File: src/rtl/fir_l3_input_deserializer_pkg.sv
// Shared types for the 3-parallel FIR input deserializer: sample and block formats.
// The lane-to-pad mapping lives here so the top and the bench agree on one definition.
package fir_l3_pkg;

    localparam int DATA_IN_WIDTH = 16;
    localparam int LANES         = 3;

    typedef logic signed [DATA_IN_WIDTH-1:0] sample_t;

    typedef struct packed {
        sample_t    d1;
        sample_t    d2;
        sample_t    d3;
        logic [1:0] pad;
    } block_t;

    // A block closed at lane n carries samples in lanes 0..n; the remainder are zero pad.
    function automatic logic [1:0] pad_for_lane(input logic [1:0] lane);
        return 2'(LANES - 1) - lane;
    endfunction

endpackage

File: src/rtl/fir_l3_input_deserializer_if.sv
// Serial-sample input and block-rate output of the FIR input deserializer.
// The slave modport is the deserializer; the master modport is its environment.
interface fir_l3_input_deserializer_if
    import fir_l3_pkg::*;
();
    logic    s_valid;
    logic    s_ready;
    sample_t s_data;
    logic    s_last;

    logic       m_valid;
    logic       m_ready;
    sample_t    m_data_1;
    sample_t    m_data_2;
    sample_t    m_data_3;
    logic [1:0] m_pad;

    modport slave (
        input  s_valid, s_data, s_last, m_ready,
        output s_ready, m_valid, m_data_1, m_data_2, m_data_3, m_pad
    );

    modport master (
        output s_valid, s_data, s_last, m_ready,
        input  s_ready, m_valid, m_data_1, m_data_2, m_data_3, m_pad
    );
endinterface

File: src/rtl/fir_l3_input_deserializer_block_reg.sv
// Single-entry valid/ready holding register for one sample block.
// Load, drain, and simultaneous load+drain; the caller never loads into a stalled entry.
module fir_l3_block_reg
    import fir_l3_pkg::*;
(
    input  logic   clk,
    input  logic   reset,
    input  logic   i_load,
    input  block_t i_block,
    input  logic   i_ready,
    output logic   o_valid,
    output block_t o_block
);

    logic   r_valid;
    block_t r_block;

    always_ff @(posedge clk) begin
        if (reset) begin
            r_valid <= 1'b0;
            r_block <= '0;
        end else if (i_load) begin
            r_valid <= 1'b1;
            r_block <= i_block;
        end else if (r_valid && i_ready) begin
            // Data is held after the transfer; only the valid flag drops.
            r_valid <= 1'b0;
        end
    end

    assign o_valid = r_valid;
    assign o_block = r_block;

endmodule

File: src/rtl/fir_l3_input_deserializer.sv
// Packs three consecutive serial samples into one block for the L3 FIR block-rate input,
// zero-padding a short final block when the stream ends on s_last.
module fir_l3_input_deserializer
    import fir_l3_pkg::*;
#(
    parameter int DATA_IN_WIDTH = fir_l3_pkg::DATA_IN_WIDTH,
    parameter int LANES         = fir_l3_pkg::LANES
) (
    input  logic                          clk,
    input  logic                          reset,
    fir_l3_input_deserializer_if.slave    bus
);

    generate
        if (LANES != 3 || DATA_IN_WIDTH != fir_l3_pkg::DATA_IN_WIDTH) begin : g_bad_param
            $error("fir_l3_input_deserializer: LANES must be 3 and DATA_IN_WIDTH must match fir_l3_pkg");
        end
    endgenerate

    logic [1:0] r_lane_cnt;
    logic       w_accept;
    logic       w_complete_possible;
    logic       w_complete;
    logic       w_blk_valid;
    block_t     w_block_in;
    block_t     w_block_out;
    sample_t    w_lane [0:LANES-1];

    assign w_complete_possible = (r_lane_cnt == 2'(LANES - 1)) || bus.s_last;
    // Only a block-closing sample can stall, and only when the output entry cannot drain.
    assign bus.s_ready = !(w_complete_possible && w_blk_valid && !bus.m_ready);
    assign w_accept    = bus.s_valid && bus.s_ready;
    assign w_complete  = w_accept && w_complete_possible;

    // Each lane shows its stored sample, the incoming sample, or zero pad.
    genvar gi;
    generate
        for (gi = 0; gi < LANES; gi++) begin : g_lane
            if (gi < LANES - 1) begin : g_stored
                sample_t r_sample;

                always_ff @(posedge clk) begin
                    if (reset) begin
                        r_sample <= '0;
                    end else if (w_accept && !w_complete && r_lane_cnt == 2'(gi)) begin
                        r_sample <= bus.s_data;
                    end
                end

                assign w_lane[gi] = (r_lane_cnt >  2'(gi)) ? r_sample   :
                                    (r_lane_cnt == 2'(gi)) ? bus.s_data : '0;
            end else begin : g_direct
                // The last lane only ever closes a block, so it is never stored here.
                assign w_lane[gi] = (r_lane_cnt == 2'(gi)) ? bus.s_data : '0;
            end
        end
    endgenerate

    always_ff @(posedge clk) begin
        if (reset) begin
            r_lane_cnt <= '0;
        end else if (w_complete) begin
            r_lane_cnt <= '0;
        end else if (w_accept) begin
            r_lane_cnt <= r_lane_cnt + 2'd1;
        end
    end

    assign w_block_in.d1  = w_lane[0];
    assign w_block_in.d2  = w_lane[1];
    assign w_block_in.d3  = w_lane[2];
    assign w_block_in.pad = pad_for_lane(r_lane_cnt);

    fir_l3_block_reg u_block_reg (
        .clk     (clk),
        .reset   (reset),
        .i_load  (w_complete),
        .i_block (w_block_in),
        .i_ready (bus.m_ready),
        .o_valid (w_blk_valid),
        .o_block (w_block_out)
    );

    assign bus.m_valid  = w_blk_valid;
    assign bus.m_data_1 = w_block_out.d1;
    assign bus.m_data_2 = w_block_out.d2;
    assign bus.m_data_3 = w_block_out.d3;
    assign bus.m_pad    = w_block_out.pad;

endmodule

File: src/flat_wrapper.sv
// flat-port wrapper written by rule: the top's interface ports become plain ports
module fir_l3_input_deserializer_flat import fir_l3_pkg::*;
#(
    parameter int DATA_IN_WIDTH = fir_l3_pkg::DATA_IN_WIDTH,
    parameter int LANES         = fir_l3_pkg::LANES
)
  (clk, reset, bus_s_valid, bus_s_data, bus_s_last, bus_m_ready, bus_s_ready, bus_m_valid, bus_m_data_1, bus_m_data_2, bus_m_data_3, bus_m_pad);
  fir_l3_input_deserializer_if bus_i ();
  input  logic clk;
  input  logic reset;
  input wire logic [$bits(bus_i.s_valid)-1:0] bus_s_valid;
  input wire logic [$bits(bus_i.s_data)-1:0] bus_s_data;
  input wire logic [$bits(bus_i.s_last)-1:0] bus_s_last;
  input wire logic [$bits(bus_i.m_ready)-1:0] bus_m_ready;
  output wire logic [$bits(bus_i.s_ready)-1:0] bus_s_ready;
  output wire logic [$bits(bus_i.m_valid)-1:0] bus_m_valid;
  output wire logic [$bits(bus_i.m_data_1)-1:0] bus_m_data_1;
  output wire logic [$bits(bus_i.m_data_2)-1:0] bus_m_data_2;
  output wire logic [$bits(bus_i.m_data_3)-1:0] bus_m_data_3;
  output wire logic [$bits(bus_i.m_pad)-1:0] bus_m_pad;
  assign bus_i.s_valid = bus_s_valid;
  assign bus_i.s_data = bus_s_data;
  assign bus_i.s_last = bus_s_last;
  assign bus_i.m_ready = bus_m_ready;
  assign bus_s_ready = bus_i.s_ready;
  assign bus_m_valid = bus_i.m_valid;
  assign bus_m_data_1 = bus_i.m_data_1;
  assign bus_m_data_2 = bus_i.m_data_2;
  assign bus_m_data_3 = bus_i.m_data_3;
  assign bus_m_pad = bus_i.m_pad;
  fir_l3_input_deserializer #(.DATA_IN_WIDTH(DATA_IN_WIDTH), .LANES(LANES)) u_core (.clk(clk), .reset(reset), .bus(bus_i));
endmodule
File: config.mk
export PLATFORM = sky130hd
export DESIGN_NAME = fir_l3_input_deserializer_flat
export DESIGN_NICKNAME = d
export VERILOG_FILES = /design/src/rtl/fir_l3_input_deserializer_pkg.sv /design/src/rtl/fir_l3_input_deserializer_if.sv /design/src/rtl/fir_l3_input_deserializer_block_reg.sv /design/src/rtl/fir_l3_input_deserializer.sv /design/src/flat_wrapper.sv
export SDC_FILE = /design/constraint.sdc
export NUM_CORES = 1
export LEC_CHECK = 0
export ABC_AREA = 1
export BUFFER_PORTS_ARGS = -buffer_cell sky130_fd_sc_hd__clkbuf_2
export CAP_MARGIN = 15
export CORE_MARGIN = 2
export CORE_UTILIZATION = 45
export CTS_CLUSTER_SIZE = 10
export DETAILED_ROUTE_END_ITERATION = 10
export GPL_ROUTABILITY_DRIVEN = 1
export HOLD_SLACK_MARGIN = 0.06
export PLACE_DENSITY = 0.7
export SYNTH_ARGS = -nofsm -noshare
export SYNTH_HDL_FRONTEND = slang
export SYNTH_SLANG_ARGS = --single-unit
File: constraint.sdc
create_clock -name clk -period 1.35 [get_ports clk]
set_input_delay 0.0675 -clock clk [delete_from_list [all_inputs] [get_ports clk]]
set_output_delay 0.0675 -clock clk [all_outputs]
set_load 0.05 [all_outputs]
==> key figures, run 1 <==
Yosys
  – YS warnings: 0
  – Most common cell in the netlist: nand2_1
  – Syn_nets: 610
  – Fraction of the mapped netlist area in simple logic gates: 31.80%
  – Netlist cell types: 20
  – Share of the synthesized area in the top cell type: 44.44%
  – Top cells by area, synth: dfxtp_1, nand2_1, nor2_1
  – Largest family of logic cells by synthesized area: simple AND/OR/NAND/NOR gates
  – Post-synthesis compound-gate area fraction: 9.020%
  – Async set or reset register ratio after synthesis: 0%
  – Syn Std Cell Area: 0.003829 mm²
  – Main synth FF type: dfxtp_1
  – Number of synthesized register bits: 85
  – Post-synthesis sequential area ratio: 44.44%
  – Post-synthesis mux area share: 0%
  – Leading area contributor after synthesis: dfxtp_1
  – Synth top cells by count: nand2_1, nor2_1, inv_1, dfxtp_1, o21ai_0
  – XOR/XNOR Fraction of Synth Area: 0%
  – Avg Cell Area, Syn: 6.534 µm²
  – Cells after synthesis: 586
  – Post-synthesis adder-cell area fraction: 0.9804%
  – Number of flops mapped to enable cells by yosys: 0

Timing
  – Final worst slack: -0.1379 ns
  – # setup viols final: 78
  – Fin crit period: 1.488 ns
  – Final period util: 110.2%
  – Hold WS: 0.05793 ns
  – Setup Skew: 0.01058 ns
  – Fin. max-slew vios: 0
  – Highest clock rate: 672.1 MHz
  – Unrepaired setup endpoints after global routing: true
  – Final hold viol count: 0
  – Slew margin rel.: 76.60%
  – Slew @ Worst Pin: 0.3474 ns

Global routing
  – Remaining global-route overflow: 0
  – Vias in the first global route: 3308
  – Initial antenna violation count: 0
  – Largest net degree at the start of global routing: 52
  – First-pass GRT wire length: 15700 µm
  – Gr usage total: 22.16%

Outcome
  – Failing checks: setup timing
  – Status: finished, violations left

Power
  – Maximum VDD drop: 0.5807 mV
  – Power Density: 1163 mW/mm²
  – Leak Pwr: 2.665 nW

Setup path
  – Largest fanout on the critical path: 10
  – CP Capture Point: u_core.u_block_reg.o_block[22]$_SDFFE_PP0P_
  – Worst EP required: 1.60 ns
  – Startpoint types: register
  – Critical Path AT: 1.74 ns
  – Worst r2r src: u_core.r_lane_cnt[0]$_SDFFE_PP0N_
  – Crit. End Element: register
  – Worst setup path startpoint: u_core.r_lane_cnt[0]$_SDFFE_PP0N_
  – Worst R2R Path Depth: 10
  – R2r endpoint: u_core.u_block_reg.o_block[22]$_SDFFE_PP0P_
  – Crit Path Category: register to register
  – Worst reg-to-reg setup slack: -0.14 ns

Place
  – Placed Cells incl. Taps: 754
  – Dpl ws: -0.06620 ns
  – Number of port buffers: 72
  – Hpwl dp: 6377 µm
  – Area post-placement: 0.004429 mm²
  – Global placer's final weighted congestion: 0.8369

Floorplanning
  – Cell Rows: 33
  – Die H: 96.24 µm
  – Die footprint: 0.009262 mm²
  – Core Footprint: 0.008217 mm²
  – Initial Util: 46.60%
  – Die W: 96.24 µm
  – I/O pins: 73

Final layout
  – Cell area after layout: 0.005074 mm²
  – Final core occ: 61.75%
  – Register area: 0.001710 mm²
  – Multi-input combinational cell area: 0.001720 mm²
  – # diodes: 0
  – Fill cells: 746
  – # nets final: 706
  – Fraction of layout cells with a size suffix above 1: 24.45%
  – Non-Filler Instances: 792
  – Area grow syn2layout: 32.52%

Clocking
  – CTS buffer count: 9
  – Clk pin slew, worst setup/hold paths: 0.09 ns
  – CTS tree: yes
  – Worst-Skew Late Latency: 0.36 ns
  – Clock root buffer: clkbuf_8
  – H-tree depth: 3
  – CTS Sinks: 85
  – Clock Path Buffers: 2

Drt
  – Detailed Route Iter0 Violations: 283
  – Routed WL: 10670 µm
  – Antenna Nets Post-Route: 0
  – Residual DRC: 0
  – Vias post-DR: 3758
  – Routed wire length per instance: 13.47 µm
  – Pre-antenna DRT Iters: 5
  – Via-to-Cell Ratio: 4.745

Min path
  – HP Start: bus_s_data[5]
  – HP Class: primary input to register

Run
  – Max-cap violations: 0
[timing repair]
item                       in CTS  in global routing
hold buffers                    7                  0
gates cloned                    1                  7
gates resized for setup        26                 40
setup buffers                   3                  6
pin swaps                       3                  2
setup endpoints to repair      62                 86
hold endpoints to repair        9                  0
[layer usage]
layer	GRT usage, %	routed length [µm]	up-vias	share of wire [%]
met4	7.381	172	0	1.6
met2	37.33	5100	112	48
met1	27.95	4809	1700	45
met5	0	0	-	0
met3	4.933	583	18	5.5
li1	-	-	1928	-
[where the power goes]
| part | total [mW] | leakage [nW] | switching (mW) | internal [mW] |
|---|---|---|---|---|
| Sequential | 2.70 | 0.697 | 0.0591 | 2.64 |
| Clock | 1.85 | 0.0959 | 0.938 | 0.910 |
| Combinational | 1.35 | 1.87 | 0.888 | 0.459 |
[cell usage in the layout, fill, tap and decap left out, types with 4 or more instances in the layout]
cell type / n
buf_6: 4
inv_1: 84
o21ai_0: 35
nor2_2: 12
buf_12: 9
o21ai_1: 23
o21ai_2: 6
a21oi_1: 4
inv_2: 4
buf_4: 18
dlygate4sd3_1: 7
nand2_1: 177
clkbuf_16: 6
dfxtp_1: 82
clkbuf_8: 10
clkbuf_2: 71
nand2_2: 5
nor2_1: 100
[state kept, by name, summed over array words and instances (netlist names)]
signal / count
u_core.g_lane.g_stored.r_sample: 32
u_core.u_block_reg.o_valid: 1
u_core.u_block_reg.o_block: 50
u_core.r_lane_cnt: 2
[how the worst min path moves through the flow]
stage	endpoint	slack, ns	cells past startpoint
final	u_core.g_lane[0].g_stored.r_sample[5]$_SDFFE_PP0P_	0.06	3
after global routing	u_core.g_lane[0].g_stored.r_sample[5]$_SDFFE_PP0P_	0.06	3
after CTS	u_core.g_lane[0].g_stored.r_sample[8]$_SDFFE_PP0P_	0.06	3
after detailed placement	u_core.g_lane[0].g_stored.r_sample[7]$_SDFFE_PP0P_	0.42	3
after global placement	u_core.g_lane[0].g_stored.r_sample[11]$_SDFFE_PP0P_	0.40	3
after floorplan	u_core.g_lane[1].g_stored.r_sample[0]$_SDFFE_PP0P_	0.23	2
[final cells by class]
class | count | area share [%]
Multi-Input combinational cell | 380 | 33.91
Clock buffer | 11 | 2.787
Inverter | 90 | 6.856
Timing Repair Buffer | 116 | 18.99
Tap cell | 105 | 2.589
Clock inverter | 5 | 1.159
Sequential cell | 85 | 33.71
[stage by stage]
step	total power, mW	TNS (ns)
final	5.898	-5.104
after detailed placement	3.892	-0.7858
after floorplan	3.575	0
after CTS	5.771	-1.603
after global placement	3.867	-0.003695
after global routing	6.179	-11.11
[critical path, stage by stage, from the launching register on]
cell and delay [ns]:
dfxtp_2 0.33, inv_2 0.08, ha_4 0.17, inv_4 0.04, nand2_4 0.07, buf_6 0.10
nand3_4 0.08, buf_12 0.17, clkbuf_16 0.16, nor2_1 0.12, nor2_1 0.05
[cell families after synthesis]
| family | count (synthesis) |
|---|---|
| simple gates | 308 |
| buf+inv | 121 |
| flops | 85 |
| compound gates | 69 |
| fa+ha+maj | 3 |
Note: power is estimated with default switching activity, not from simulation.
==> run 2, diff against run 1 <==
--- a/config.mk
+++ b/config.mk
@@ -9,12 +9,12 @@
 export BUFFER_PORTS_ARGS = -buffer_cell sky130_fd_sc_hd__clkbuf_2
 export CAP_MARGIN = 15
 export CORE_MARGIN = 2
-export CORE_UTILIZATION = 45
+export CORE_UTILIZATION = 50
 export CTS_CLUSTER_SIZE = 10
 export DETAILED_ROUTE_END_ITERATION = 10
 export GPL_ROUTABILITY_DRIVEN = 1
 export HOLD_SLACK_MARGIN = 0.06
-export PLACE_DENSITY = 0.7
+export PLACE_DENSITY = 0.76
 export SYNTH_ARGS = -nofsm -noshare
 export SYNTH_HDL_FRONTEND = slang
 export SYNTH_SLANG_ARGS = --single-unit
==> run 2 against run 1 <==
Net effect:
- the flow still finishes with violations (setup timing)
- sequential power about the same
- cell count decreased by 1.3%
- first-iteration DRC count is 41% lower
- worst setup slack improved by 0.030 ns
- combinational power about the same
==> key figures, run 2 (same netlist as run 1, synthesis figures left out) <==
Outcome
  – Status: finished, violations left
  – Failing checks: setup timing

Final layout
  – Commonest non-fill, non-tap cell in the layout: nand2_1
  – # nets final: 702 (-0.57%)
  – Area grow syn2layout: 32.42% (about the same)
  – Non-Filler Instances: 782 (-1.3%)
  – Max FFs per register: 50 (unchanged)
  – Commonest cells after routing, fill and taps aside: nand2_1, nor2_1, inv_1, dfxtp_1, clkbuf_2
  – # diodes: 0 (unchanged)
  – Fraction of layout cells with a size suffix above 1: 26.65% (+2.2 points)

Power
  – Sw power: 1.867 mW (-0.93%)
  – Share of power burned in registers: 44.0% (-1.8 points)
  – Power Density: 1213 mW/mm² (+4.3%)
  – Sw Ratio: 30.36% (-1.6 points)
  – Clock network power share: 34.4% (+3.1 points)
  – Logic pwr share: 21.6% (-1.2 points)
  – Total power: 6.150 mW (+4.3%)
  – Maximum VDD drop: 0.9358 mV (+61%)
  – Internal Power: 4.283 mW (+6.7%)
  – Leak Pwr: 2.631 nW (-1.3%)

Drt
  – Top Metal Used: met4
  – Routed met3 length: 596 µm (+2.2%)
  – Pre-antenna DRT Iters: 5 (unchanged)
  – Antenna Nets Post-Route: 0 (unchanged)
  – Vias post-DR: 3814 (+1.5%)
  – Routed wire length per instance: 13.51 µm (+0.28%)
  – Residual DRC: 0 (unchanged)
  – Met2 WL: 4972 µm (-2.5%)
  – Routed WL: 10560 µm (-0.98%)
  – Detailed Route Iter0 Violations: 168 (-41%)
  – DRT met1 WL: 4556 µm (-5.3%)
  – Via-to-Cell Ratio: 4.877 (+2.8%)

Timing
  – Slew @ Worst Pin: 0.3731 ns (+0.02573 ns)
  – Highest clock rate: 685.7 MHz (+2.0%)
  – Final worst slack: -0.1084 ns (+0.02954 ns)
  – Slew margin rel.: 75.12% (-1.5 points)
  – Final period util: 108.0% (-2.2 points)
  – Fin. max-slew vios: 0 (unchanged)
  – Final hold viol count: 0 (unchanged)
  – # setup viols final: 53 (-32%)
  – Fin crit period: 1.458 ns (-0.02954 ns)
  – Setup Skew: 0.007670 ns (-0.002914 ns)
  – Unrepaired setup endpoints after global routing: true

Floorplanning
  – Cell Rows: 31 (-6.1%)
  – Die W: 91.51 µm (-4.9%)
  – Die H: 91.51 µm (-4.9%)
  – Initial Util: 52.23% (+5.6 points)
  – I/O pins: 73 (unchanged)
  – Core Footprint: 0.007331 mm² (-11%)
  – Die footprint: 0.008373 mm² (-9.6%)

Clocking
  – H-tree depth: 3 (unchanged)
  – Worst-Skew Late Latency: 0.36 ns (about the same)
  – CTS buffer count: 9 (unchanged)
  – CTS tree: yes
  – Clk pin slew, worst setup/hold paths: 0.08 ns (about the same)
  – Clock root buffer: clkbuf_8
  – CTS Sinks: 85 (unchanged)
  – Clock Path Buffers: 2 (unchanged)

Setup path
  – Critical Path AT: 1.76 ns (+0.02 ns)
  – Crit. End Element: register
  – Worst R2R Path Depth: 10 (unchanged)
  – Largest fanout on the critical path: 13 (+3)
  – Worst r2r src: u_core.r_lane_cnt[0]$_SDFFE_PP0N_
  – Worst EP required: 1.65 ns (+0.05 ns)
  – Crit Path Category: register to register
  – Worst reg-to-reg setup slack: -0.11 ns (+0.03 ns)
  – R2r endpoint: u_core.u_block_reg.o_block[45]$_SDFFE_PP0P_
  – Startpoint types: register

Global routing
  – Largest net degree at the start of global routing: 40 (-23%)
  – First-pass GRT wire length: 15840 µm (+0.88%)
  – Initial antenna violation count: 0 (unchanged)
  – Gr usage total: 23.49% (+1.3 points)
  – Remaining global-route overflow: 0 (unchanged)
  – Vias in the first global route: 3406 (+3.0%)

Place
  – Hpwl dp: 6390 µm (+0.19%)
  – Number of port buffers: 72 (unchanged)
  – Global placer's final weighted congestion: 0.8182 (-2.2%)
  – Placed Cells incl. Taps: 750 (-0.53%)

Min path
  – Worst hold path depth: 3 (unchanged)
  – Hold Path End: u_core.g_lane[1].g_stored.r_sample[5]$_SDFFE_PP0P_
  – HP Start: bus_s_data[5]
  – HP Class: primary input to register

Run
  – Max-cap violations: 0 (unchanged)
[run 2: area by class of cell]
cell class / instances / area [µm²]
clock buffer: 13 / 170.2
fill: 593 / 2261
clock inverter: 3 / 65.06
sequential: 85 / 1710
multi-input combinational: 381 / 1817
tap: 99 / 123.9
timing repair buffer: 111 / 838.3
inverter: 90 / 345.3
[run 2: power by group through the flow]
stage                     clock network (mW)  registers, mW  logic [mW]
after floorplan                            0           3.04       0.535
after global placement                     0           2.76        1.08
after detailed placement                   0           2.76        1.10
after CTS                               2.12           2.70        1.15
after global routing                    2.25           2.72        1.45
final                                   2.12           2.70        1.33
[run 2: stage by stage]
stage	util [%]	setup slack [ns]	setup TNS [ns]	instance area (µm²)	hold WS (ns)
final	69.16	-0.1084	-2.007	5070	0.04901
after global routing	69.16	-0.1877	-7.227	5070	0.08735
after CTS	64.31	-0.03935	-0.7411	4715	0.07047
after detailed placement	59.67	-0.03395	-0.1067	4374	0.4227
after global placement	59.67	0.02883	0	4374	0.4145
after floorplan	-	0.01144	0	3867	0.2306
[run 2: worst max-delay path by stage]
stage,startpoint,endpoint,cells past startpoint
2_1_floorplan,u_core.r_lane_cnt[0]$_SDFFE_PP0N_,u_core.u_block_reg.o_block[10]$_SDFFE_PP0P_,10
3_3_place_gp,u_core.r_lane_cnt[1]$_SDFFE_PP0N_,u_core.u_block_reg.o_block[43]$_SDFFE_PP0P_,6
3_5_place_dp,u_core.r_lane_cnt[1]$_SDFFE_PP0N_,u_core.u_block_reg.o_block[21]$_SDFFE_PP0P_,8
4_1_cts,u_core.r_lane_cnt[0]$_SDFFE_PP0N_,u_core.u_block_reg.o_block[32]$_SDFFE_PP0P_,9
5_1_grt,u_core.r_lane_cnt[0]$_SDFFE_PP0N_,u_core.u_block_reg.o_block[45]$_SDFFE_PP0P_,10
6_report,u_core.r_lane_cnt[0]$_SDFFE_PP0N_,u_core.u_block_reg.o_block[45]$_SDFFE_PP0P_,10
[run 2: layer usage]
metal  track usage, %  up-vias
met3            4.398       37
met2            39.09      123
met5                0        -
met4            10.35        0
met1            29.55     1733
li1                 -     1921
[run 2: repair_timing]
| item | CTS | global route |
|---|---|---|
| setup endpoints to repair | 29 | 86 |
| pin swaps | 2 | 10 |
| hold endpoints to repair | 3 | 0 |
| resized for setup | 21 | 76 |
| buffers inserted | 3 | 2 |
| hold buffers | 2 | 0 |
| gates cloned | 1 | 9 |
[run 2: worst max-delay path: stages, from the launching register on]
cell     delay, ns
dfxtp_2       0.33
inv_2         0.07
ha_4          0.14
inv_4         0.04
nand2_4       0.06
buf_6         0.12
nand3_4       0.16
buf_6         0.21
nand2_1       0.09
nand2_1       0.07
nor2_1        0.10
